--- src/rtl/sha3_padder_pkg.sv ---
// Shared definitions for the SHA-3 padder.
//   N            : absorb word width in bits (one Keccak lane)
//   DOMAIN_BYTE  : domain-separation byte merged after the message
//   PAD_END_BYTE : terminating bit of the pad10*1 rule (byte 7 of the last word)
//   state_t      : padder FSM states
// Build option: define SHA3_PAD_SHAKE_EN to select the SHAKE domain byte (0x1F).
// Without it, the SHA-3 domain byte (0x06) is used.
package pkg_sha3;

    localparam int N = 64;

    localparam logic [7:0] SHA3_DOMAIN_BYTE  = 8'h06;
    localparam logic [7:0] SHAKE_DOMAIN_BYTE = 8'h1F;
    localparam logic [7:0] PAD_END_BYTE      = 8'h80;

`ifdef SHA3_PAD_SHAKE_EN
    localparam logic [7:0] DOMAIN_BYTE = SHAKE_DOMAIN_BYTE;
`else
    localparam logic [7:0] DOMAIN_BYTE = SHA3_DOMAIN_BYTE;
`endif

    typedef enum logic [1:0] {
        IDLE,
        MSG,
        PAD,
        LAST
    } state_t;

endpackage

--- src/rtl/sha3_padder_lane.sv ---
// sha3_pad_lane: combinational merge for a single absorb word.
// Keeps the lowest keep_bytes bytes of data, zeroes the rest, ORs the domain
// byte into byte dom_pos when dom_en is set, and ORs 0x80 into byte 7 when
// end_en is set. Both merges may hit byte 7 together (e.g. 0x86).
// Ports:
//   data       in  N  raw message word, little-endian byte lanes
//   keep_bytes in  4  number of low bytes to keep (0..8)
//   dom_en     in  1  merge domain byte
//   dom_pos    in  3  byte lane receiving the domain byte
//   end_en     in  1  merge the terminating 0x80 into byte 7
//   word       out N  padded word
module sha3_pad_lane
    import pkg_sha3::*;
(
    input  logic [N-1:0] data,
    input  logic [3:0]   keep_bytes,
    input  logic         dom_en,
    input  logic [2:0]   dom_pos,
    input  logic         end_en,
    output logic [N-1:0] word
);

    always_comb begin
        word = '0;
        for (int i = 0; i < N/8; i++) begin
            if (i < int'(keep_bytes)) begin
                word[8*i +: 8] = data[8*i +: 8];
            end
            if (dom_en && (dom_pos == 3'(i))) begin
                word[8*i +: 8] = word[8*i +: 8] | DOMAIN_BYTE;
            end
            if (end_en && (i == N/8 - 1)) begin
                word[8*i +: 8] = word[8*i +: 8] | PAD_END_BYTE;
            end
        end
    end

endmodule

--- src/rtl/sha3_padder.sv ---
// sha3_padder: streams message words into the absorb buffer and appends the
// SHA-3/SHAKE padding (domain byte, zero fill, final 0x80) up to a full block.
// Message words pass through combinationally; padding words are generated
// while the FSM is in PAD. Build option SHA3_PAD_SHAKE_EN selects the SHAKE
// domain byte (see pkg_sha3).
// Ports:
//   clk, rst        clock / asynchronous active-high reset
//   start           begin a message (only honoured in IDLE)
//   msg_len_bytes   message length in bytes, captured with start
//   msg_in          message word, msg_in_valid / msg_in_ready handshake
//   buffer_full     downstream absorb buffer cannot take a word
//   word_out        padded word, qualified by word_out_valid
//   last_block      final block delivered, held until done
//   busy            FSM not idle
//   done            one-cycle completion pulse
module sha3_padder
    import pkg_sha3::*;
#(
    parameter int RATE = 1088
) (
    input  logic         clk,
    input  logic         rst,
    input  logic         start,
    input  logic [31:0]  msg_len_bytes,
    input  logic [N-1:0] msg_in,
    input  logic         msg_in_valid,
    output logic         msg_in_ready,
    input  logic         buffer_full,
    output logic [N-1:0] word_out,
    output logic         word_out_valid,
    output logic         last_block,
    output logic         busy,
    output logic         done
);

    localparam int WORDS = RATE / 64;
    localparam int IDX_W = (WORDS > 1) ? $clog2(WORDS) : 1;
    localparam logic [IDX_W-1:0] LAST_IDX = IDX_W'(WORDS - 1);

    state_t           state, state_next;
    logic [31:0]      remaining, remaining_next;
    logic [IDX_W-1:0] word_idx;
    logic             dom_pending, dom_pending_next;
    logic             bf_prev;
    logic             consume;
    logic             last_word;
    logic             rem_partial;

    logic [N-1:0]     lane_data;
    logic [3:0]       lane_keep;
    logic             lane_dom_en;
    logic [2:0]       lane_dom_pos;
    logic             lane_end_en;
    logic [N-1:0]     lane_word;

    sha3_pad_lane u_lane (
        .data       (lane_data),
        .keep_bytes (lane_keep),
        .dom_en     (lane_dom_en),
        .dom_pos    (lane_dom_pos),
        .end_en     (lane_end_en),
        .word       (lane_word)
    );

    // Next-state and output decode. A word is consumed whenever it is valid
    // and the absorb buffer has room; all counters move only on consumption,
    // so a full buffer freezes word_out. A word with fewer than 8 bytes left
    // is the partial final word and carries the domain byte itself; a final
    // word of exactly 8 bytes leaves the domain byte pending for PAD.
    always_comb begin
        state_next       = state;
        remaining_next   = remaining;
        dom_pending_next = dom_pending;
        msg_in_ready     = 1'b0;
        word_out_valid   = 1'b0;
        word_out         = '0;
        consume          = 1'b0;
        lane_data        = '0;
        lane_keep        = 4'd0;
        lane_dom_en      = 1'b0;
        lane_dom_pos     = 3'd0;
        lane_end_en      = 1'b0;
        rem_partial      = (remaining < 32'd8);
        last_word        = (word_idx == LAST_IDX);

        case (state)
            IDLE: begin
                if (start) begin
                    remaining_next   = msg_len_bytes;
                    dom_pending_next = 1'b1;
                    state_next       = (msg_len_bytes == 32'd0) ? PAD : MSG;
                end
            end
            MSG: begin
                msg_in_ready   = ~buffer_full;
                word_out_valid = msg_in_valid;
                lane_data      = msg_in;
                lane_keep      = rem_partial ? {1'b0, remaining[2:0]} : 4'd8;
                lane_dom_en    = rem_partial;
                lane_dom_pos   = remaining[2:0];
                lane_end_en    = rem_partial && last_word;
                word_out       = lane_word;
                consume        = msg_in_valid && !buffer_full;
                if (consume) begin
                    if (rem_partial) begin
                        remaining_next   = 32'd0;
                        dom_pending_next = 1'b0;
                        state_next       = last_word ? LAST : PAD;
                    end else begin
                        remaining_next = remaining - 32'd8;
                        if (remaining == 32'd8) begin
                            state_next = PAD;
                        end
                    end
                end
            end
            PAD: begin
                word_out_valid = 1'b1;
                lane_dom_en    = dom_pending;
                lane_end_en    = last_word;
                word_out       = lane_word;
                consume        = !buffer_full;
                if (consume) begin
                    dom_pending_next = 1'b0;
                    if (last_word) begin
                        state_next = LAST;
                    end
                end
            end
            LAST: begin
                // The absorb buffer fills while it permutes; its release
                // marks the end of the message.
                if (bf_prev && !buffer_full) begin
                    state_next = IDLE;
                end
            end
            default: state_next = IDLE;
        endcase
    end

    // State, counters and the registered status outputs.
    always_ff @(posedge clk or posedge rst) begin
        if (rst) begin
            state       <= IDLE;
            remaining   <= 32'd0;
            word_idx    <= '0;
            dom_pending <= 1'b0;
            bf_prev     <= 1'b0;
            last_block  <= 1'b0;
            done        <= 1'b0;
        end else begin
            state       <= state_next;
            remaining   <= remaining_next;
            dom_pending <= dom_pending_next;
            bf_prev     <= buffer_full;
            done        <= 1'b0;
            if (state == IDLE && start) begin
                word_idx <= '0;
            end else if (consume) begin
                word_idx <= last_word ? '0 : word_idx + IDX_W'(1);
            end
            if (consume && state_next == LAST) begin
                last_block <= 1'b1;
            end else if (state == LAST && state_next == IDLE) begin
                last_block <= 1'b0;
                done       <= 1'b1;
            end
        end
    end

    assign busy = (state != IDLE);

endmodule
--- config.mk ---
export PLATFORM = sky130hd
export DESIGN_NAME = sha3_padder
export DESIGN_NICKNAME = d
export VERILOG_FILES = /design/src/rtl/sha3_padder_pkg.sv /design/src/rtl/sha3_padder_lane.sv /design/src/rtl/sha3_padder.sv
export SDC_FILE = /design/constraint.sdc
export NUM_CORES = 1
export LEC_CHECK = 0
export CAP_MARGIN = 10
export CORE_MARGIN = 1.5
export CORE_UTILIZATION = 38
export CTS_CLUSTER_SIZE = 10
export DETAILED_ROUTE_END_ITERATION = 16
export PLACE_DENSITY = 0.76
export SLEW_MARGIN = 15
export SYNTH_ARGS = -nofsm -noshare
export SYNTH_HDL_FRONTEND = slang
export SYNTH_SLANG_ARGS = --single-unit
--- constraint.sdc ---
create_clock -name clk -period 4.6 [get_ports clk]
set_input_delay 0.92 -clock clk [delete_from_list [all_inputs] [get_ports clk]]
set_output_delay 0.92 -clock clk [all_outputs]
set_load 0.005 [all_outputs]
==> results of run 1 <==
-- metal layers --
metal	wire (um)	vias to the layer above	track usage, %	part of all wire [%]
li1	-	1971	-	-
met1	5450	1991	34.1	41
met2	6260	217	44.5	48
met3	1060	34	5.32	8.1
met4	386	0	8.78	2.9
met5	0	-	0	0
-- per-stage QoR --
stage                     setup WS (ns)  std cells
after floorplan                    1.41        440
after global placement            0.700        703
after detailed placement          0.667        703
after CTS                         0.316        711
after global routing             0.0830        711
final                             0.297        711
-- registers in the layout, indices dropped and copies added, names as in the netlist --
signal,count
word_idx,5
dom_pending,1
last_block,1
remaining,32
bf_prev,1
state,2
done,1
-- cell families (layout without fill, tap and decap cells) --
group,after synthesis,in the layout,synth area share (%)
AOI/OAI and AO/OA,140,140,27.3
and+or+nand+nor,208,208,33.6
adders and majority gates,8,8,2.89
buffers and inverters,39,202,4.52
muxes,2,2,0.651
DFF,43,43,31.1
-- power by group through the flow --
stage	clock network (mW)	logic (mW)	registers (mW)
3_5_place_dp	0	1.91	0.749
3_3_place_gp	0	1.87	0.732
5_1_grt	0.263	2.12	0.775
6_report	0.248	1.94	0.750
4_1_cts	0.245	1.92	0.741
2_1_floorplan	0	1.19	0.682
-- final cells by class --
cell class                      count  share of cell area [%]
Tap cell                          108                    2.53
Sequential cell                    43                    20.2
Clock buffer                        7                    1.43
Clock inverter                      1                  0.0938
Inverter                           17                    1.20
Multi-Input combinational cell    358                    41.7
Timing Repair Buffer              177                    32.8
-- placed cells by master (no fill, tap or decap), types with 4 or more instances in the layout --
master,Yosys,final
clkdlybuf4s50_1,0,169
and2_1,44,44
dfrtp_1,43,43
nor2_1,33,33
nand2_1,31,31
a21oi_1,26,26
nor3_1,25,25
o21ai_0,25,25
o21ai_1,23,23
a22o_1,20,20
inv_1,16,16
or3_1,12,12
nor4_1,12,12
and3_1,8,8
ha_1,8,8
buf_4,1,8
nand4_1,7,7
nand3_1,7,7
a22oi_1,7,7
or2_2,5,5
o31ai_1,5,5
clkbuf_8,0,5
or4_4,4,4
a32o_1,4,4
a221o_1,4,4
-- worst max-delay path, stage by stage (launching register included) --
cell and delay, ns:
dfrtp_1 0.45, or4_1 0.58, nor4_4 0.51, and3_1 0.26
a21o_1 0.15, nor3b_2 0.38, a32o_1 0.24, clkdlybuf4s50_1 0.51
-- synth_stat cells, types with 3 or more instances --
cell / n / area [um^2]
o21ai_0: 25 / 125
clkbuf_1: 15 / 56.3
nor3_1: 25 / 125
inv_1: 16 / 60.1
or2_2: 5 / 31.3
nor4_1: 12 / 75.1
a221o_1: 4 / 40.0
a22o_1: 20 / 175
o21ai_1: 23 / 115
a22oi_1: 7 / 52.6
nor2_1: 33 / 124
dfrtp_1: 43 / 1080
nand2_1: 31 / 116
or3_1: 12 / 75.1
or2_1: 3 / 18.8
a21o_1: 3 / 22.5
and2_1: 44 / 275
and3_1: 8 / 50.1
ha_1: 8 / 100
nand3_1: 7 / 35.0
or4_1: 3 / 22.5
nor2b_1: 3 / 18.8
o31ai_1: 5 / 37.5
nand4_1: 7 / 43.8
or4_4: 4 / 45.0
a32o_1: 4 / 40.0
a21oi_1: 26 / 130
buf_2: 5 / 25.0
-- path summary, 6_finish.rpt --
check / start / slack [ns] / cells after the start / end
max in group asynchronous: rst / 3.17 / 3 / remaining[0]$_DFFE_PP0P_
min in group asynchronous: rst / 1.05 / 3 / word_idx[2]$_DFFE_PP0P_
hold reg to reg: remaining[31]$_DFFE_PP0P_ / 0.52 / 2 / remaining[31]$_DFFE_PP0P_
setup / recovery: remaining[20]$_DFFE_PP0P_ / 0.30 / 7 / word_out[17]
hold / removal: remaining[31]$_DFFE_PP0P_ / 0.52 / 2 / remaining[31]$_DFFE_PP0P_
setup reg to reg: remaining[20]$_DFFE_PP0P_ / 1.43 / 5 / remaining[0]$_DFFE_PP0P_
==> run metrics, run 1 <==
ratio of cells with drive above 1 in the final layout=under 10%; Syn Std Cell Area=roughly 3500 um^2; sequential-to-total area share from yosys stat=31.1%; Pleak=about 2.1 nW; register area=approximately 1100 um^2; Rows=34; Mapped Cells=440; WL final=~13 mm; measured slew at the worst slew-check pin=around 1.1 ns; H-tree Lvls=2; # setup viols final=0; Hold Slack=just over 0.5 ns; Post-Route Utilization=between 60% and 70%; Net Sw Frac=between 40 and 50%; Core Region=between 8000 and 9000 um^2; initial antenna violation count=0; die area=9690 um^2; Final GP Congestion=just over 0.9; Top-Level Pins=170; syn avg cell area=7.86 um^2; warnings from Yosys=0; VDD IR max=between 0.0002 and 0.00025 V; HP Class=reg2reg; post-route cell area=approximately 5300 um^2; Post-synth EDFFs=0; Post-layout nets=approximately 710; Yosys reg bits=between 40 and 50; Initial Util=39.5%; clock slew at reported path FFs=0.08 ns; Max-Cap Viols=0; Resized cells post-CTS=0; fmax=roughly 230 MHz; clk_lat worst skew=just over 0.3 ns; HPWL Detailed=10.0 mm; TritonRoute pass-1 iters=5; CTS Hold Bufs=0; drt initial violations=roughly 280; Critical Path AT=~3.4 ns; Comb power frac=between 60 and 70%; final-report hold violation count=0; Filler cells=781; WS Path Type=reg2out; P_sw=around 1.4 mW; Synth Flop Type=dfrtp_1; sequential share of power=roughly a quarter; Vias=between 4000 and 5000; Int Pwr=around 1.6 mW; Antenna diodes=0; Slew Viols, Final=0; wire per inst=18.5 um; CTS max path bufs=2; die width=slightly below 100 um; crit path launch type=flop; Critical Path RT=between 3 and 4 ns; Final Critical Period=around 4.3 ns; Tcrit/Tclk final=between 90% and 100%; vias per cell=around 5.9; multi-input logic area=2230 um^2; # clock sinks=between 40 and 50; RSZ-0062 raised after global routing=no; Post-CTS Setup Repair Bufs=0; DRC violations left=0; area added between synthesis and finish=54.2%; DIE HEIGHT=a little under 100 um; power per cell area=550 nW/um^2; clock root buffer=clkbuf_8; total CTS buffers=5; placed instance area=~5300 um^2; number of global-route vias before repair=slightly below 4000; total grt overflow=0; ys async rst share=100%; largest net degree at the start of global routing=44; Critical Path End Type=output port; Power, Total=around 2.9 mW; clock share of power=between 8 and 9%; status=finished clean; CTS tree=yes; Antenna Nets Post-Route=0; GR Util All Layers=26.5%; first-pass GRT wire length=20.7 mm; number of port buffers=between 150 and 200; Synthesized Nets=approximately 550; Max Clock Skew=slightly above 0.008 ns; setup TNS=0 ns; Synth cell types=59; Slew HR=27.4%; worst-path fanout max=8
(Power assumes the default switching activity.)
==> inputs of run 2 (changes only) <==
Settings changed: CAP_MARGIN 10 to 40, SKIP_LAST_GASP set to 1.
==> run metrics, run 2 (synthesis gave the netlist of run 1 again) <==
status=finished clean (unchanged); clock root buffer=clkbuf_8 (unchanged); largest net degree at the start of global routing=44 (unchanged); clk_lat worst skew=0.30 ns (was 0.31 ns); WL final=13.1 mm (was 13.2 mm); Pleak=2.11 nW (was 2.09 nW); Resized cells post-CTS=0 (unchanged); biggest regs=remaining: 32 flops, word_idx: 5 flops, state: 2 flops (unchanged); CTS max path bufs=2 (unchanged); Max stage delay on crit path=0.58 ns (about the same); RSZ-0062 raised after global routing=no (unchanged); crit path cell chain=or4_1 -> nor4_4 -> and3_1 -> a21o_1 -> nor3b_2 -> a32o_1 -> clkdlybuf4s50_1 (unchanged); multi-input logic area=2230 um^2 (unchanged); number of port buffers=169 (unchanged); commonest non-fill, non-tap cell in the layout=clkdlybuf4s50_1 (unchanged); Vias=4172 (was 4213); Post-Route Utilization=61.4% (was 60.9%); CTS Hold Bufs=0 (unchanged); Worst Setup SP=remaining[20]$_DFFE_PP0P_ (unchanged); Max-Cap Viols=0 (unchanged); Antenna diodes=0 (unchanged); Max Clock Skew=0.00722 ns (was 0.00823 ns); drt initial violations=226 (was 279); CP max-delay cell=or4_1 (unchanged); max reg flops=32 (unchanged); total grt overflow=0 (unchanged); DIE HEIGHT=98.4 um (unchanged); setup TNS=0 ns (unchanged); measured slew at the worst slew-check pin=0.859 ns (was 1.09 ns); final worst slack=0.304 ns (was 0.297 ns); Final Critical Period=4.30 ns (about the same); HP Class=reg2reg (unchanged); Power, Total=2.98 mW (was 2.94 mW); CTS tree=yes (unchanged); wire per inst=18.4 um (was 18.5 um); Most flops, register=remaining (unchanged); Critical Path End Type=output port (unchanged); total CTS buffers=5 (unchanged); Post-layout nets=712 (was 711); die area=9690 um^2 (unchanged); Critical Path AT=3.38 ns (about the same); TritonRoute pass-1 iters=4 (was 5); Slew HR=42.6% (was 27.4%); initial antenna violation count=0 (unchanged); Post-CTS Setup Repair Bufs=0 (unchanged); Slew Viols, Final=0 (unchanged); die width=98.4 um (unchanged); power per cell area=555 nW/um^2 (was 550 nW/um^2); crit path launch type=flop (unchanged); area added between synthesis and finish=55.6% (was 54.2%); clock slew at reported path FFs=0.09 ns (was 0.08 ns); ratio of cells with drive above 1 in the final layout=4.97% (was 4.64%); VDD IR max=0.000254 V (was 0.000248 V); # clock sinks=43 (unchanged); vias per cell=5.86 (was 5.93); fmax=233 MHz (was 232 MHz); number of global-route vias before repair=4017 (was 3914); worst-path fanout max=8 (unchanged); Hold Startpoint=remaining[31]$_DFFE_PP0P_ (unchanged); register area=1080 um^2 (unchanged); final-report hold violation count=0 (unchanged); Tcrit/Tclk final=93.4% (was 93.6%); Filler cells=776 (was 781); # setup viols final=0 (unchanged); H-tree Lvls=2 (unchanged); first-pass GRT wire length=20.8 mm (was 20.7 mm); Rows=34 (unchanged); WS Path Type=reg2out (unchanged); DRC violations left=0 (unchanged); most frequent cells in the layout=clkdlybuf4s50_1, and2_1, dfrtp_1 (unchanged); pre-CTS setup slack=0.672 ns (was 0.667 ns); worst r2r src=state[1]$_DFF_PP0_ (was remaining[20]$_DFFE_PP0P_); HPWL Detailed=10.1 mm (was 10.0 mm); Top-Level Pins=170 (unchanged); Core Region=8760 um^2 (unchanged); Critical Path RT=3.68 ns (about the same); Initial Util=39.5% (unchanged); Antenna Nets Post-Route=0 (unchanged); GR Util All Layers=26.5% (about the same); Final GP Congestion=0.930 (unchanged)
run 2: cell count changes in the layout (fill, tap and decap cells not counted):
cell      previous run  this run
clkinv_2             1         0
clkbuf_8             5         7
clkbuf_1             2         1
buf_16               0         1
run 2: final cells by class:
cell class | count | area share [%]
clock buffer | 8 | 1.86
inverter | 17 | 1.19
multi-input combinational | 358 | 41.4
sequential | 43 | 20.0
tap | 108 | 2.51
timing repair buffer | 178 | 33.1
run 2: per-layer routing:
layer  share of wire, %  global-route usage, %  routed length [um]  up-vias
met5                  0                      0                   0        -
met4                2.9                   10.1                 377        0
met3                8.3                   5.53                1090       23
met2                 48                   43.2                6250      204
met1                 41                   34.7                5400     1975
li1                   -                      -                   -     1970
run 2: worst paths after layout:
path | end | slack (ns) | cells after the start
min in group asynchronous | word_idx[0]$_DFFE_PP0P_ | 1.06 | 3
min reg2reg | remaining[31]$_DFFE_PP0P_ | 0.53 | 2
max | word_out[17] | 0.30 | 7
min | remaining[31]$_DFFE_PP0P_ | 0.53 | 2
max reg2reg | remaining[25]$_DFFE_PP0P_ | 1.79 | 11
max in group asynchronous | remaining[12]$_DFFE_PP0P_ | 3.14 | 3
run 2: metrics by stage:
stage | instances | hold slack (ns) | area, um^2
after floorplan | 440 | 0.464 | 3460
after global placement | 703 | 0.482 | 5250
after detailed placement | 704 | 0.497 | 5280
after CTS | 712 | 0.516 | 5380
after global routing | 712 | 0.551 | 5380
final | 712 | 0.527 | 5380
run 2: power by group:
| group | internal (mW) | total, mW | switching (mW) |
|---|---|---|---|
| clock | 0.137 | 0.275 | 0.138 |
| combinational | 0.927 | 1.96 | 1.04 |
| sequential | 0.549 | 0.747 | 0.197 |
run 2: critical path: cells and delay by family, from the launching register on:
family,cells,cell delay [ns]
buffers and inverters,1,0.51
AND/OR/NAND/NOR,4,1.72
flip-flops,1,0.45
AO/OA/AOI/OAI,2,0.39
==> inputs of run 3 (changes only) <==
Settings changed: ABC_CLOCK_PERIOD_IN_PS set to 4600.
==> results of run 3 <==
Final layout, timing and power as in run 2 (identical DEF).
